### src/rtl/monitor_breakpoints.sv
// Hardware breakpoint monitor. A small table of address/bank breakpoints is
// watched against instruction-load, memory-read and memory-write strobes.
// Each entry has a pass count that must run down to zero before it halts.
// A configuration port reads and writes the entries.
//
// Handshake: the event strobes and cfg_we/cfg_re are single-cycle qualifiers
// sampled on every rising SIM_CLK edge (no ready/backpressure). halt_req is a
// level that stays high until the cycle halt_clr is sampled high.
module monitor_breakpoints #(
    parameter int NUM_BP = 4,
    parameter int IDX_W  = 2
) (
    input  logic             SIM_CLK,
    input  logic             SIM_RST,
    input  logic             ev_inst,
    input  logic             ev_rd,
    input  logic             ev_wr,
    input  logic [11:0]      s_addr,
    input  logic [14:0]      bb_in,
    input  logic             cfg_we,
    input  logic             cfg_re,
    input  logic [IDX_W-1:0] cfg_idx,
    input  logic [1:0]       cfg_field,
    input  logic [15:0]      cfg_wdata,
    output logic [15:0]      cfg_rdata,
    output logic             halt_req,
    output logic [IDX_W-1:0] halt_idx,
    input  logic             halt_clr,
    output logic [15:0]      hit_total
);

    // halt_req is the registered FSM state itself.
    localparam logic ARMED  = 1'b0;
    localparam logic HALTED = 1'b1;

    localparam logic [IDX_W:0] NUM_BP_L = (IDX_W+1)'(NUM_BP);

    logic [11:0]      addr_q    [NUM_BP];
    logic [11:0]      addr_d    [NUM_BP];
    logic [14:0]      bank_q    [NUM_BP];
    logic [14:0]      bank_d    [NUM_BP];
    logic             oneshot_q [NUM_BP];
    logic             oneshot_d [NUM_BP];
    logic [1:0]       mode_q    [NUM_BP];
    logic [1:0]       mode_d    [NUM_BP];
    logic [7:0]       pass_q    [NUM_BP];
    logic [7:0]       pass_d    [NUM_BP];

    logic             state_q, state_d;
    logic [IDX_W-1:0] halt_idx_q, halt_idx_d;
    logic [15:0]      hit_q, hit_d;
    logic [15:0]      rdata_q, rdata_d;

    logic             idx_ok;
    logic [NUM_BP-1:0] match;
    logic             any_hit;
    logic [IDX_W-1:0] sel;

    assign idx_ok    = ({1'b0, cfg_idx} < NUM_BP_L);
    assign halt_req  = state_q;
    assign halt_idx  = halt_idx_q;
    assign hit_total = hit_q;
    assign cfg_rdata = rdata_q;

    // Per-entry match and lowest-index priority select. An entry being
    // written this cycle is excluded so the write takes precedence.
    always_comb begin
        logic strobe;
        logic bank_ok;
        match   = '0;
        any_hit = 1'b0;
        sel     = '0;
        for (int k = 0; k < NUM_BP; k++) begin
            case (mode_q[k])
                2'd1:    strobe = ev_inst;
                2'd2:    strobe = ev_rd;
                2'd3:    strobe = ev_wr;
                default: strobe = 1'b0;
            endcase
            if (s_addr[11:10] != 2'b01)
                bank_ok = 1'b1;
            else if (bb_in[14:13] == 2'b11)
                bank_ok = (bb_in[14:4] == bank_q[k][14:4]);
            else
                bank_ok = (bb_in[14:10] == bank_q[k][14:10]);
            match[k] = strobe && (s_addr == addr_q[k]) && bank_ok &&
                       !(cfg_we && idx_ok && (cfg_idx == IDX_W'(k)));
        end
        for (int k = NUM_BP - 1; k >= 0; k--) begin
            if (match[k]) begin
                any_hit = 1'b1;
                sel     = IDX_W'(k);
            end
        end
    end

    // Next-state: config read/write, then processing of the selected match.
    always_comb begin
        addr_d     = addr_q;
        bank_d     = bank_q;
        oneshot_d  = oneshot_q;
        mode_d     = mode_q;
        pass_d     = pass_q;
        state_d    = state_q;
        halt_idx_d = halt_idx_q;
        hit_d      = hit_q;
        rdata_d    = rdata_q;

        // Reads return the pre-write value when a write lands the same cycle.
        if (cfg_re) begin
            rdata_d = '0;
            if (idx_ok) begin
                case (cfg_field)
                    2'd0:    rdata_d = {4'd0, addr_q[cfg_idx]};
                    2'd1:    rdata_d = {1'b0, bank_q[cfg_idx]};
                    2'd2:    rdata_d = {13'd0, oneshot_q[cfg_idx], mode_q[cfg_idx]};
                    default: rdata_d = {8'd0, pass_q[cfg_idx]};
                endcase
            end
        end

        if (cfg_we && idx_ok) begin
            case (cfg_field)
                2'd0: addr_d[cfg_idx] = cfg_wdata[11:0];
                2'd1: bank_d[cfg_idx] = cfg_wdata[14:0];
                2'd2: begin
                    oneshot_d[cfg_idx] = cfg_wdata[2];
                    mode_d[cfg_idx]    = cfg_wdata[1:0];
                end
                default: pass_d[cfg_idx] = cfg_wdata[7:0];
            endcase
        end

        // halt_clr reopens evaluation in the same cycle it clears the halt.
        if (state_q == ARMED || halt_clr) begin
            state_d = ARMED;
            if (any_hit) begin
                if (pass_q[sel] != 8'd0) begin
                    pass_d[sel] = pass_q[sel] - 8'd1;
                end else begin
                    state_d    = HALTED;
                    halt_idx_d = sel;
                    if (hit_q != 16'hFFFF)
                        hit_d = hit_q + 16'd1;
                    if (oneshot_q[sel])
                        mode_d[sel] = 2'd0;
                end
            end
        end
    end

    // State registers with asynchronous active-low clear.
    always_ff @(posedge SIM_CLK or negedge SIM_RST) begin
        if (!SIM_RST) begin
            for (int k = 0; k < NUM_BP; k++) begin
                addr_q[k]    <= '0;
                bank_q[k]    <= '0;
                oneshot_q[k] <= 1'b0;
                mode_q[k]    <= '0;
                pass_q[k]    <= '0;
            end
            state_q    <= ARMED;
            halt_idx_q <= '0;
            hit_q      <= '0;
            rdata_q    <= '0;
        end else begin
            addr_q     <= addr_d;
            bank_q     <= bank_d;
            oneshot_q  <= oneshot_d;
            mode_q     <= mode_d;
            pass_q     <= pass_d;
            state_q    <= state_d;
            halt_idx_q <= halt_idx_d;
            hit_q      <= hit_d;
            rdata_q    <= rdata_d;
        end
    end

endmodule

### config.mk
export PLATFORM = sky130hd
export DESIGN_NAME = monitor_breakpoints
export DESIGN_NICKNAME = d
export VERILOG_FILES = /design/src/rtl/monitor_breakpoints.sv
export SDC_FILE = /design/constraint.sdc
export NUM_CORES = 1
export LEC_CHECK = 0
export CAP_MARGIN = 20
export CELL_PAD_IN_SITES_DETAIL_PLACEMENT = 1
export CELL_PAD_IN_SITES_GLOBAL_PLACEMENT = 2
export CORE_MARGIN = 5
export CORE_UTILIZATION = 38
export CTS_BUF_LIST = sky130_fd_sc_hd__clkbuf_8
export DETAILED_ROUTE_END_ITERATION = 7
export GPL_TIMING_DRIVEN = 0
export PLACE_DENSITY = 0.92
export SLEW_MARGIN = 25
export SYNTH_ARGS = -nofsm -noshare
export SYNTH_HDL_FRONTEND = slang
export SYNTH_SLANG_ARGS = --single-unit
### constraint.sdc
create_clock -name SIM_CLK -period 3.8 [get_ports SIM_CLK]
set_clock_uncertainty 0.15 [all_clocks]
set_input_delay 0.57 -clock SIM_CLK [delete_from_list [all_inputs] [get_ports SIM_CLK]]
set_output_delay 0.57 -clock SIM_CLK [all_outputs]
set_load 0.05 [all_outputs]
# Yosys cells after proc, flatten, opt, wreduce, memory -nomap -nowiden
# Cells that the tools add are included.
totals:
  reg_bits: 187
  input_bits: 55
  output_inout_bits: 35
  elab_cells: 175
op_classes:
  n_addsub: 2
  order_cmp: 4
  n_eq_ne: 32
  muxes: 75
  n_bitwise: 6
  reduce_logical: 32
op_table:
  columns: ["op", "count"]
  rows:
  - ["2-to-1 mux 32 bit", 5]
  - ["2-to-1 mux 8 bit", 12]
  - ["bitwise mux 32 bit", 2]
  - ["bitwise mux 60 bit", 1]
  - ["bitwise mux 48 bit", 1]
  - ["equality test 12 bit", 4]
  - ["2-to-1 mux 15 bit", 3]
  - ["case mux 15 bit (3 select lines)", 1]
  - ["equality test 11 bit", 4]
  - ["2-to-1 mux 12 bit", 3]
  - ["binary-select mux 8 bit (select 2 bit)", 2]
  - ["demux 8 bit (select 2 bit)", 2]
  - ["binary-select mux 15 bit (select 2 bit)", 1]
  - ["demux 15 bit (select 2 bit)", 1]
  - ["binary-select mux 12 bit (select 2 bit)", 1]
  - ["demux 12 bit (select 2 bit)", 1]
  - ["equality test 2 bit (second input constant)", 12]
  - ["equality test 5 bit", 4]
  - ["2-to-1 mux 1 bit", 19]
  - ["logical AND 1 bit", 18]
  - ["adder 16 x 1 -> 16 bit (second input constant)", 1]
  - ["2-to-1 mux 2 bit", 8]
  - ["!= test 16 bit (second input constant)", 1]
  - ["equality test 2 x 1 -> 1 bit (second input constant)", 6]
  - ["23 further kinds", 38]

# Logic depth before layout (Yosys ltp)
# Gate-level depths: netlist (run 1).
logic_depth:
  depth_word: 20
  mapped_depth: 17
  depth_no_buf: 14

# Least setup slack after synthesis (run 1)
# Ideal clock, no wire load.
synth_timing:
  kind: "input -> register"
  from: "input port bb_in[14]"
  to: "register hit_q[1], in the netlist hit_total[1]"
  setup_time_ps: 128
  arrival_ps: 3706
  required_time_ps: 3522
  slack_ps: -184
  path_stages: 14
  path_buffers: 1
  path_cell_list: "clkbuf_1 > nand4b_1 > a31oi_1 > nor3_4 > o31ai_1 > a22o_1 > a21oi_1 > inv_1 > ha_1 > and3_1 > and3_1 > nand2_4 > or2_1 > mux2_1"
synth_between:
  elab_chain_len: 16
  word_cells_on_any_way: 40
  classes_between: "eq/ne (9); mux (19); bitwise (2); reduce/logical (10)"
synth_lines:
  columns: ["item", "line", "rtl"]
  rows:
  - ["from (decl)", "19", "input logic [14:0] bb_in,"]
  - ["equality test 11 bit (tied with other cells)", "83", "bank_ok = (bb_in[14:4] == bank_q[k][14:4]);"]
  - ["2-to-1 mux 1 bit", "82", "else if (bb_in[14:13] == 2'b11)"]
  - ["2-to-1 mux 1 bit", "80", "if (s_addr[11:10] != 2'b01)"]
  - ["logical AND 1 bit (2 in series)", "86", "match[k] = strobe && (s_addr == addr_q[k]) && bank_ok &&"]
  - ["2-to-1 mux 2 bit (4 in series)", "90", "if (match[k]) begin"]
  - ["NOT 2 -> 3 bit (not written as such)", "138", "if (pass_q[sel] != 8'd0) begin"]
  - ["binary-select mux 8 bit (select 2 bit)", "138", null]
  - ["2-to-1 mux 8 bit (not written as such) (2 in series)", "138", null]
  - ["nonzero test 8 bit", "138", null]
  - ["NOT 1 bit (no source line)", null, null]
  - ["AND reduction 4 bit (no source line) (*)", null, null]
  - ["to (signal assigned)", "174", "hit_q <= hit_d;"]
  - ["to (decl)", "51", "logic [15:0] hit_q, hit_d;"]
# Mark *: on every way between the ends. The rest lies on a longest branch, timed or not. The select of a mux whose other input is x is not followed.
# A chain may end at the register's enable or synchronous reset.

# Final worst setup path (run 1)
layout_timing:
  from: "input port bb_in[5]"
  to: "register hit_q[1], in the netlist hit_total[1]"
layout_between:
  elab_chain_len: 16
  word_cells_on_any_way: 35
  classes_between: "eq/ne (4); mux (19); bitwise (2); reduce/logical (10)"
layout_lines:
  columns: ["item", "line"]
  rows:
  - ["equality test 11 bit", "83"]
  - ["2-to-1 mux 1 bit", "82"]
  - ["2-to-1 mux 1 bit", "80"]
  - ["logical AND 1 bit (2 in series)", "86"]
  - ["2-to-1 mux 2 bit (4 in series)", "90"]
  - ["NOT 2 -> 3 bit (not written as such)", "138"]
  - ["binary-select mux 8 bit (select 2 bit)", "138"]
  - ["2-to-1 mux 8 bit (not written as such) (2 in series)", "138"]
  - ["nonzero test 8 bit", "138"]
  - ["NOT 1 bit (no source line)", null]
  - ["AND reduction 4 bit (no source line) (*)", null]
# Marks and branches as above.

==> out/results.txt, run 1 <==
The tools report the leakage power as 5.696 nW. The most used flip-flop cell after synthesis is sky130_fd_sc_hd__dfrtp_1. The dominant cell type by count on the critical path was sky130_fd_sc_hd__and3_4. The critical path's largest stage delay works out to 590 ps.

The placement-stage cell area came out at 0.01195 mm². In the routed layout, each cell is associated on average with a via count of 5.736. After detailed routing, the average wire length per cell comes to 24.71 µm. The width of the die is 177.2 µm. The flip-flop and latch count after synthesis was 186; the area share of the largest cell type after synthesis was 43.80%. The via count of the first global-routing pass is 8633, and the synthesized-area fraction occupied by xor and xnor cells is 9.301%.

The tools report the detailed placement HPWL as 24380 µm. TritonCTS built the clock tree. The synthesized netlist devotes 4.580% of its cell area to compound gates. The total area inside the core boundary comes to 0.02771 mm². Clock tree synthesis selected as its root buffer the cell sky130_fd_sc_hd__clkbuf_8.

The first global-routing pass estimated 52070 µm of wire. The total clock buffers created by CTS is 17, and the transition at the pin with the smallest max-transition slack is 945.0 ps. Setup repair after global routing could not meet its margin everywhere. VDD sags by at most 256.6 µV. The synthesized netlist devotes 10.67% of its cell area to simple gates. In this run the power density over the cells is 457.1 mW/mm². The area enclosed by the die boundary is 0.03141 mm². The logs give 4040 ps for the data arrival time of the worst path and 868 for the number of instances in the synthesized netlist.

The total length of routed wires is 34550 µm, and the final period demand of the worst path is 3798 ps. The beginning of the worst hold path was hit_total[4]. The global-route usage over all layers is 21.79%, and the final critical-path setup slack is 2.313 ps.

The maximum clock path buffer count was 2. The endpoint with the worst hold slack was hit_total[4]. Busiest metal layer after global routing: met2.

The post-synth net total was 925. The flow ran to the end, and the final reports show no timing, DRC or antenna violations. The setup path with the least slack is of type input pin to flop.

Port buffering added 75 buffers. After synthesis the cells add up to 0.01063 mm². Startpoint class of the critical path: an input pin. The critical path goes through dlygate4sd2_1, xor2_1, nor4_2, a31oi_2, or4_4, o31ai_4, a22o_1, a21oi_4, inv_2, ha_4, and3_4, and3_4, nand2_8, or2_4, mux2_4. For the worst setup path, the data required time is 4040 ps. The met3 global-route usage is 3.589%.

For this block, the initial DRC count from the detailed router was 631. The chip height works out to 177.2 µm. For this design, the slowest cell found on the critical path is sky130_fd_sc_hd__or4_4. The portion of synthesized area spent on multiplexers is 28.95%. The row count was 61; the largest net degree at the start of global routing was 71. Once layout is complete, the cells apart from fillers number 1398. The proportion of register bits with asynchronous set or reset after synthesis is 100.0%, and the global routing met1 resource utilization is 28.91%. Averaged over all synthesized cells, the footprint is 12.24 µm².

Share of cells above drive strength 1: 32.94%. sky130_fd_sc_hd__dfrtp_1 takes more of the synthesized area than any other cell. The cell depth of the worst min-delay path was 1; the number of warnings issued by yosys was 0. The maximum frequency from static timing analysis came out at 0.2633 GHz.

In this run the worst path has a maximum fanout of 7. The run gives 4 as the H-tree depth reported by CTS. The repair_antennas step left the layout with diodes totalling 0. OpenSTA, run right after detailed placement, puts the worst setup slack at -1371 ps. The worst path uses 99.94% of the clock period. The tightest min-delay check is of the flop to flop type. The detail route stage leaves a number of antenna-violating nets equal to 0.

After routing the design area is 0.01332 mm². The startpoint of the worst-slack reg-to-reg timing path is bank_q[50]. For the tightest hold margin, the log shows 353.6 ps.

In this run, distinct cell masters in the synthesized netlist total 64. The final setup violation count was 0; the overall overflow remaining after global route was 0. Summing the areas of all fa, ha and maj instances in the mapped netlist gives 0.2355% of the synthesized area. The via count came out at 8019. The worst relative slew slack was 37.00%; the number of synthesized flops with an enable pin was 0.

Ranked by total cell area, the synthesized netlist is headed by sky130_fd_sc_hd__dfrtp_1 (44%), sky130_fd_sc_hd__mux2_2 (13%), sky130_fd_sc_hd__mux4_2 (8.7%), sky130_fd_sc_hd__mux2i_1 (7.4%), sky130_fd_sc_hd__xor2_1 (6.7%). The number of antenna violations at the first check in global routing is 3. The final net count was 1064.

For this run, design rule violations remaining after detail routing come to 0. The end of the worst register-to-register path was hit_total[1]. Clock tree synthesis found a total of 186 sinks. The first detailed-routing pass ran for 5 iterations. The run gives 0 as the number of pins exceeding their max-slew limit in the final report. The clock transition at the registers of the reported paths was 120 ps; the worst reg-to-reg path cell count was 14. The hold violation count in the final report was 0. After filler insertion, the fill cell instance count of the layout stands at 2891. Once the floorplan was initialized, standard cells occupied 38.36% of the core. Once placement completed, the tool counted placed cells totaling 1323.

Setup slack of the worst register-to-register path: 20 ps. The latest clock arrival within the worst-skew pair was 500 ps. The logs give 90 for the total I/O pin count and 43.80% for the part of the Yosys area used for sequential elements.

The global placement routability congestion was 0.9765. After synthesis, the largest family of logic cells by area is multiplexers. Across the run, the number of max-cap violations was 0. STA classifies the critical path endpoint as a flop. The met2 routing resource usage after global routing was 36.75%; the growth of design area from synthesis to finish was 25.34%.
-- layout by cell type, fill, tap and decap left out, drive strengths merged, types with 4 or more instances in the layout --
master / instances
nand2b: 6
dfrtp: 186
mux2: 121
nor2: 32
nand2: 30
mux4: 41
nor2b: 6
clkdlybuf4s50: 51
mux2i: 79
nand4: 11
nand3: 22
clkbuf: 47
inv: 25
nand3b: 5
a21oi: 16
dlymetal6s2s: 5
or3: 6
a22oi: 8
clkinv: 6
nor3: 19
a211oi: 5
xnor2: 31
and3: 9
o22ai: 4
buf: 61
xor2: 81
o21ai: 8
a221oi: 4
nor4: 34
dlygate4sd2: 16
a31oi: 12
-- flip-flops by register name, indices dropped and copies added, names as in the netlist --
name,cells
bank_q,60
mode_q,8
addr_q,48
halt_idx,2
hit_total,16
pass_q,32
cfg_rdata,15
oneshot_q,4
halt_req,1
-- power by group --
group / total (mW) / switching (mW) / internal [mW]
logic: 1.90 / 0.976 / 0.924
clock network: 1.40 / 0.848 / 0.557
registers: 2.78 / 0.399 / 2.39
-- worst max-delay path, delay by kind of cell --
| kind | cells | cell delay (ps) |
|---|---|---|
| muxes | 1 | 300 |
| buffers and inverters | 2 | 390 |
| xor gates and xnor gates | 1 | 200 |
| AOI/OAI and AO/OA | 4 | 650 |
| adders and majority gates | 1 | 150 |
| and+or+nand+nor | 6 | 1750 |
-- layout make-up --
class	instances	area, µm²	share of cell area [%]
Inverter	18	67.56	0.5072
Timing Repair Buffer	122	1180	8.858
Clock buffer	17	234.0	1.757
Multi-Input combinational cell	619	6331	47.53
Tap cell	378	473.0	3.551
Sequential cell	186	4654	34.94
Clock inverter	15	177.7	1.334
Buffer	43	202.7	1.522
-- through the flow --
stage               utilization [%]  setup TNS (ps)  power [mW]
floorplan                         -               0       3.853
global placement              42.89        -1155080       4.383
detailed placement            43.14          -74900       4.472
CTS                           46.62          -111.4       5.971
global route                  48.08           -1492       6.354
finish                        48.08               0       6.089
-- synth_stat cells (4+ instances only) --
master and instances:
sky130_fd_sc_hd__a211oi_1 5, sky130_fd_sc_hd__a21oi_1 16, sky130_fd_sc_hd__a22oi_1 8, sky130_fd_sc_hd__a31oi_1 12, sky130_fd_sc_hd__and3_1 9, sky130_fd_sc_hd__buf_1 7, sky130_fd_sc_hd__clkbuf_1 31, sky130_fd_sc_hd__dfrtp_1 186
sky130_fd_sc_hd__inv_1 18, sky130_fd_sc_hd__mux2_2 120, sky130_fd_sc_hd__mux2i_1 79, sky130_fd_sc_hd__mux4_2 41, sky130_fd_sc_hd__nand2_1 26, sky130_fd_sc_hd__nand2b_1 6, sky130_fd_sc_hd__nand3_1 20, sky130_fd_sc_hd__nand3b_1 5
sky130_fd_sc_hd__nand4_1 11, sky130_fd_sc_hd__nor2_1 32, sky130_fd_sc_hd__nor2b_1 6, sky130_fd_sc_hd__nor3_1 17, sky130_fd_sc_hd__nor4_1 26, sky130_fd_sc_hd__nor4_2 7, sky130_fd_sc_hd__o21ai_0 8, sky130_fd_sc_hd__o22ai_1 4
sky130_fd_sc_hd__or3_1 5, sky130_fd_sc_hd__xnor2_1 30, sky130_fd_sc_hd__xor2_1 81
-- routing by layer --
layer	routed length [µm]	part of all wire, %
met1	14390	42
met2	17430	50
met3	1811	5.2
met4	887	2.6
met5	34	0.098
-- cells by family after synthesis --
logic type      Yosys count
mux                     241
simple gates            192
flops                   186
xor+xnor                112
compound gates           71
buf+inv                  63
fa+ha+maj                 2
other cells               1
-- worst max path at each step --
stage	startpoint	to	cells past startpoint
floorplan	bb_in[13]	hit_total[1]	15
detailed placement	bb_in[7]	mode_q[7]	13
global placement	SIM_RST	cfg_rdata[9]	1
global route	addr_q[45]	pass_q[30]	13
CTS	addr_q[21]	hit_total[12]	15
finish	bb_in[5]	hit_total[1]	15
-- timing repair --
item	in CTS	in global routing
buffers inserted	31	12
hold buffers	1	0
setup endpoints to repair	59	58
pin swaps	33	46
cloned	1	0
endpoints found under the hold margin	53	0
resized for setup	70	57
Power figures use the tool's default switching activity.
==> inputs of run 2 (changes only) <==
RECOVER_POWER = 100   (was default)
clock period = 3.2 ns   (was 3.8 ns; I/O delays follow)
==> out/results.txt, run 2 (synthesis gave the netlist of run 1 again) <==
The critical path is of the input pin to flop type. The worst register-to-register path begins at bank_q[21]. Tightest hold margin: 324.3 ps (-29.35 ps). The H-tree depth reported by CTS is 4 (unchanged).

The met3 global-route usage was 4.209% (+0.62 points); the total clock buffers created by CTS was 17 (unchanged). The slowest stage cell on the critical path was sky130_fd_sc_hd__clkdlybuf4s50_1. The global placement routability congestion came out at 0.9570 (-2.0%). Total power draw: 7.090 mW (+16%). The quantity of I/O buffers inserted on ports is 75 (unchanged).

The root buffer cell chosen for the clock tree is sky130_fd_sc_hd__clkbuf_8. The startpoint class of the critical path is an input pin. For the latest clock arrival within the worst-skew pair, the log shows 490 ps (about the same). The reported net switching power is 2.626 mW (+18%), and the final routed wire length divided by cell count is 25.16 µm (+1.8%).

The run gives 0 (unchanged) as the hold violation count in the final report. The leakage power is 5.754 nW (+1.0%). TritonCTS built the clock tree. The row count is 61 (unchanged), and the detailed placement HPWL is 24500 µm (+0.47%). The critical path's largest stage delay was 560 ps (-30 ps). The flow ran to the end, but the final reports show violations. The switching portion of total power came out at 37.03% (+0.53 points). Setup repair after global routing could not meet its margin everywhere.

The checks that failed: setup timing. The logs give -700 ps (-720 ps) for the setup slack of the worst register-to-register path and 8131 (+1.4%) for the via count. The logs give 0 (unchanged) for the overall overflow remaining after global route and 0.2533 GHz for the maximum frequency from static timing analysis.

Total I/O pin count: 90 (unchanged). The tools report the aggregate negative setup slack as -33560 ps (-33560 ps). The global routing met1 resource utilization came out at 28.95% (+0.042 points). The detailed-router iteration count before antenna repair was 5 (unchanged). Dividing the final minimum period by the clock period gives 123.4%. The initial standard-cell utilization of the core came out at 38.36% (unchanged).

In the layout the commonest cells are sky130_fd_sc_hd__dfrtp_1 (186), sky130_fd_sc_hd__mux2_2 (115), sky130_fd_sc_hd__xor2_1 (80), sky130_fd_sc_hd__mux2i_1 (79), sky130_fd_sc_hd__buf_4 (47). The tools report the multi-input combinational cell area as 0.006309 mm² (-0.36%). The share of cells above drive strength 1 is 33.30% (+0.36 points), and the per-cell via count in the routed design is 5.787 (+0.89%). The critical path goes through clkdlybuf4s50_1, mux2i_1, a211oi_2, nand2_1, buf_4, nor4_4, buf_4, o31ai_4, buf_12, buf_4, a21o_1, inv_1, ha_2, and3_4, and3_4, nand2_8, buf_4, or3_4, xnor2_1.

The busiest metal layer after global routing is met2. The share of the core filled with cells came out at 47.88% (-0.20 points). The type of the tightest min-delay check was input pin to flop. The tools report the global-route wire length before repair as 53170 µm (+2.1%). The clock transition at the registers of the reported paths is 110 ps (about the same), and the worst setup timing slack at the placement stage is -1828 ps (-457.1 ps). The met2 routing resource usage after global routing came out at 37.96% (+1.2 points). The tools report the number of DRC markers after the initial detailed-route iteration as 689 (+9.2%).

In the final layout, the registers with the most flip-flops are bank_q (60), addr_q (48), pass_q (32). The run gives 2 (unchanged) as the maximum clock path buffer count. The flip-flop count of the largest register after layout works out to 60 (unchanged). The run gives 31.4% (+0.2 points) as the combinational share of power. The peak fanout along the critical path works out to 6 (-1). Grouping stages by cell kind, the critical path spends the most delay in buffers and inverters.

Leaving out fill and tap cells, the most frequent cell in the layout is sky130_fd_sc_hd__dfrtp_1. Total length of routed wires: 35350 µm (+2.3%). The tools report the end of the worst register-to-register path as hit_total[3]. The dominant cell type by count on the critical path is sky130_fd_sc_hd__buf_4. bank_q holds more flip-flops than any other register. The number of inserted diodes was 0 (unchanged); the final period demand of the worst path was 3948 ps. The run gives 72 (+1.4%) as the largest net degree at the start of global routing. For hold timing, the worst endpoint is cfg_rdata[0].

The run gives 0.03141 mm² (unchanged) as the area enclosed by the die boundary. The worst reg-to-reg path cell count is 17 (+3), and the number of pins exceeding their max-slew limit in the final report is 0 (unchanged). Growth of design area from synthesis to finish: 24.82%. The worst endpoint required time came out at 3440 ps (-600 ps). The final net count was 1071 (+0.66%); the fill cell total of the finished layout was 2856 (-1.2%). The logs give 2.156% (-35 points) for the worst relative slew slack and 46.7% (+1.0 points) for the part of the power in registers. For the total core area, the log shows 0.02771 mm² (unchanged). The DRC violation count after routing was 0 (unchanged). STA classifies the critical path endpoint as a flop.

The internal power summed over all cells is 4.464 mW (+15%), and the final critical-path setup slack is -748.2 ps (-750.5 ps). The global-route usage over all layers was 22.24% (+0.45 points); the via count of the first global-routing pass was 8760 (+1.5%). The worst voltage drop across the vdd grid was 233.9 µV (-8.9%); the transition at the pin with the smallest max-transition slack was 1468 ps (+522.6 ps).

The logs give 0 (-3) for the number of antenna violations at the first check in global routing and 0 (unchanged) for the number of nets still failing antenna checks after routing. The beginning of the worst hold path was cfg_re. The cell depth of the worst min-delay path was 2 (+1).

The cell area power density works out to 534.5 mW/mm² (+17%). The final setup violation count is 59 (+59), and the width of the die is 177.2 µm (unchanged). The chip height is 177.2 µm (unchanged), and the clock sink total is 186 (unchanged).

Data arrival time of the worst path: 4190 ps (+150 ps). For the proportion of power drawn by the clock network, the log shows 22.0% (-1.1 points). The combined buffer and inverter count along the critical path was 7 (+5).

The sequential cell area is 0.004654 mm² (unchanged). The number of max-cap violations was 0 (unchanged).
==> run 2: cell count changes in the layout (fill, tap and decap cells not counted), moves of 4 or more <==
| cell | previous run | this run |
|---|---|---|
| sky130_fd_sc_hd__dlygate4sd3_1 | 1 | 34 |
| sky130_fd_sc_hd__clkdlybuf4s50_1 | 51 | 22 |
| sky130_fd_sc_hd__buf_4 | 42 | 47 |
| sky130_fd_sc_hd__mux2_1 | 0 | 5 |
| sky130_fd_sc_hd__mux2_2 | 120 | 115 |
| sky130_fd_sc_hd__nand3_1 | 18 | 13 |
| sky130_fd_sc_hd__nand3_2 | 1 | 6 |
| sky130_fd_sc_hd__buf_6 | 3 | 7 |
| sky130_fd_sc_hd__nor2_1 | 28 | 24 |
==> run 2: timing repair <==
item,in CTS,in global routing
hold endpoints to repair,55,0
pin swaps,35,36
endpoints found under the setup margin,63,70
gates cloned,0,0
gates resized for setup,76,35
hold buffers,1,0
setup buffers,35,17
==> run 2: power groups by stage <==
stage	logic (mW)	clock network (mW)	registers (mW)
after floorplan	1.29	0	3.30
after global placement	1.94	0	3.29
after detailed placement	2.01	0	3.32
after CTS	2.13	1.57	3.28
after global routing	2.36	1.69	3.36
final	2.22	1.56	3.31
==> run 2: worst register-to-register path, delay by kind of cell (launching register included) <==
kind	cells	cell delay [ps]
AO/OA/AOI/OAI	3	500
adder cells (fa/ha/maj)	1	170
buffers and inverters	5	670
flip-flops	1	430
XOR/XNOR	2	380
AND/OR/NAND/NOR	6	1540
==> run 2: stage by stage <==
stage | cell area [µm²] | instances
detailed placement | 12070 | 1323
global route | 13270 | 1405
global placement | 12000 | 1321
finish | 13270 | 1405
CTS | 13020 | 1390
floorplan | 10780 | 868
==> run 2: area by class of cell <==
type,instances,share of cell area (%)
Tap cell,378,3.565
Inverter,18,0.5093
Buffer,42,1.622
Sequential cell,186,35.09
Multi-Input combinational cell,619,47.56
Clock inverter,15,0.9998
Timing Repair Buffer,130,8.895
Clock buffer,17,1.764
==> run 2: worst max path at each step <==
stage	cells past startpoint	slack, ps	start	to
after global routing	19	-850	ev_wr	hit_total[3]
after CTS	13	-620	addr_q[37]	pass_q[31]
after detailed placement	13	-1830	s_addr[1]	mode_q[7]
after floorplan	15	-480	s_addr[11]	hit_total[1]
after global placement	1	-6340	SIM_RST	addr_q[10]
final	19	-750	ev_wr	hit_total[3]
==> run 2: metal layers <==
layer / vias to the layer above / routed length [µm]
li1: 3496 / -
met2: 270 / 17790
met3: 63 / 1861
met4: 0 / 842
met1: 4302 / 14850
met5: - / 0
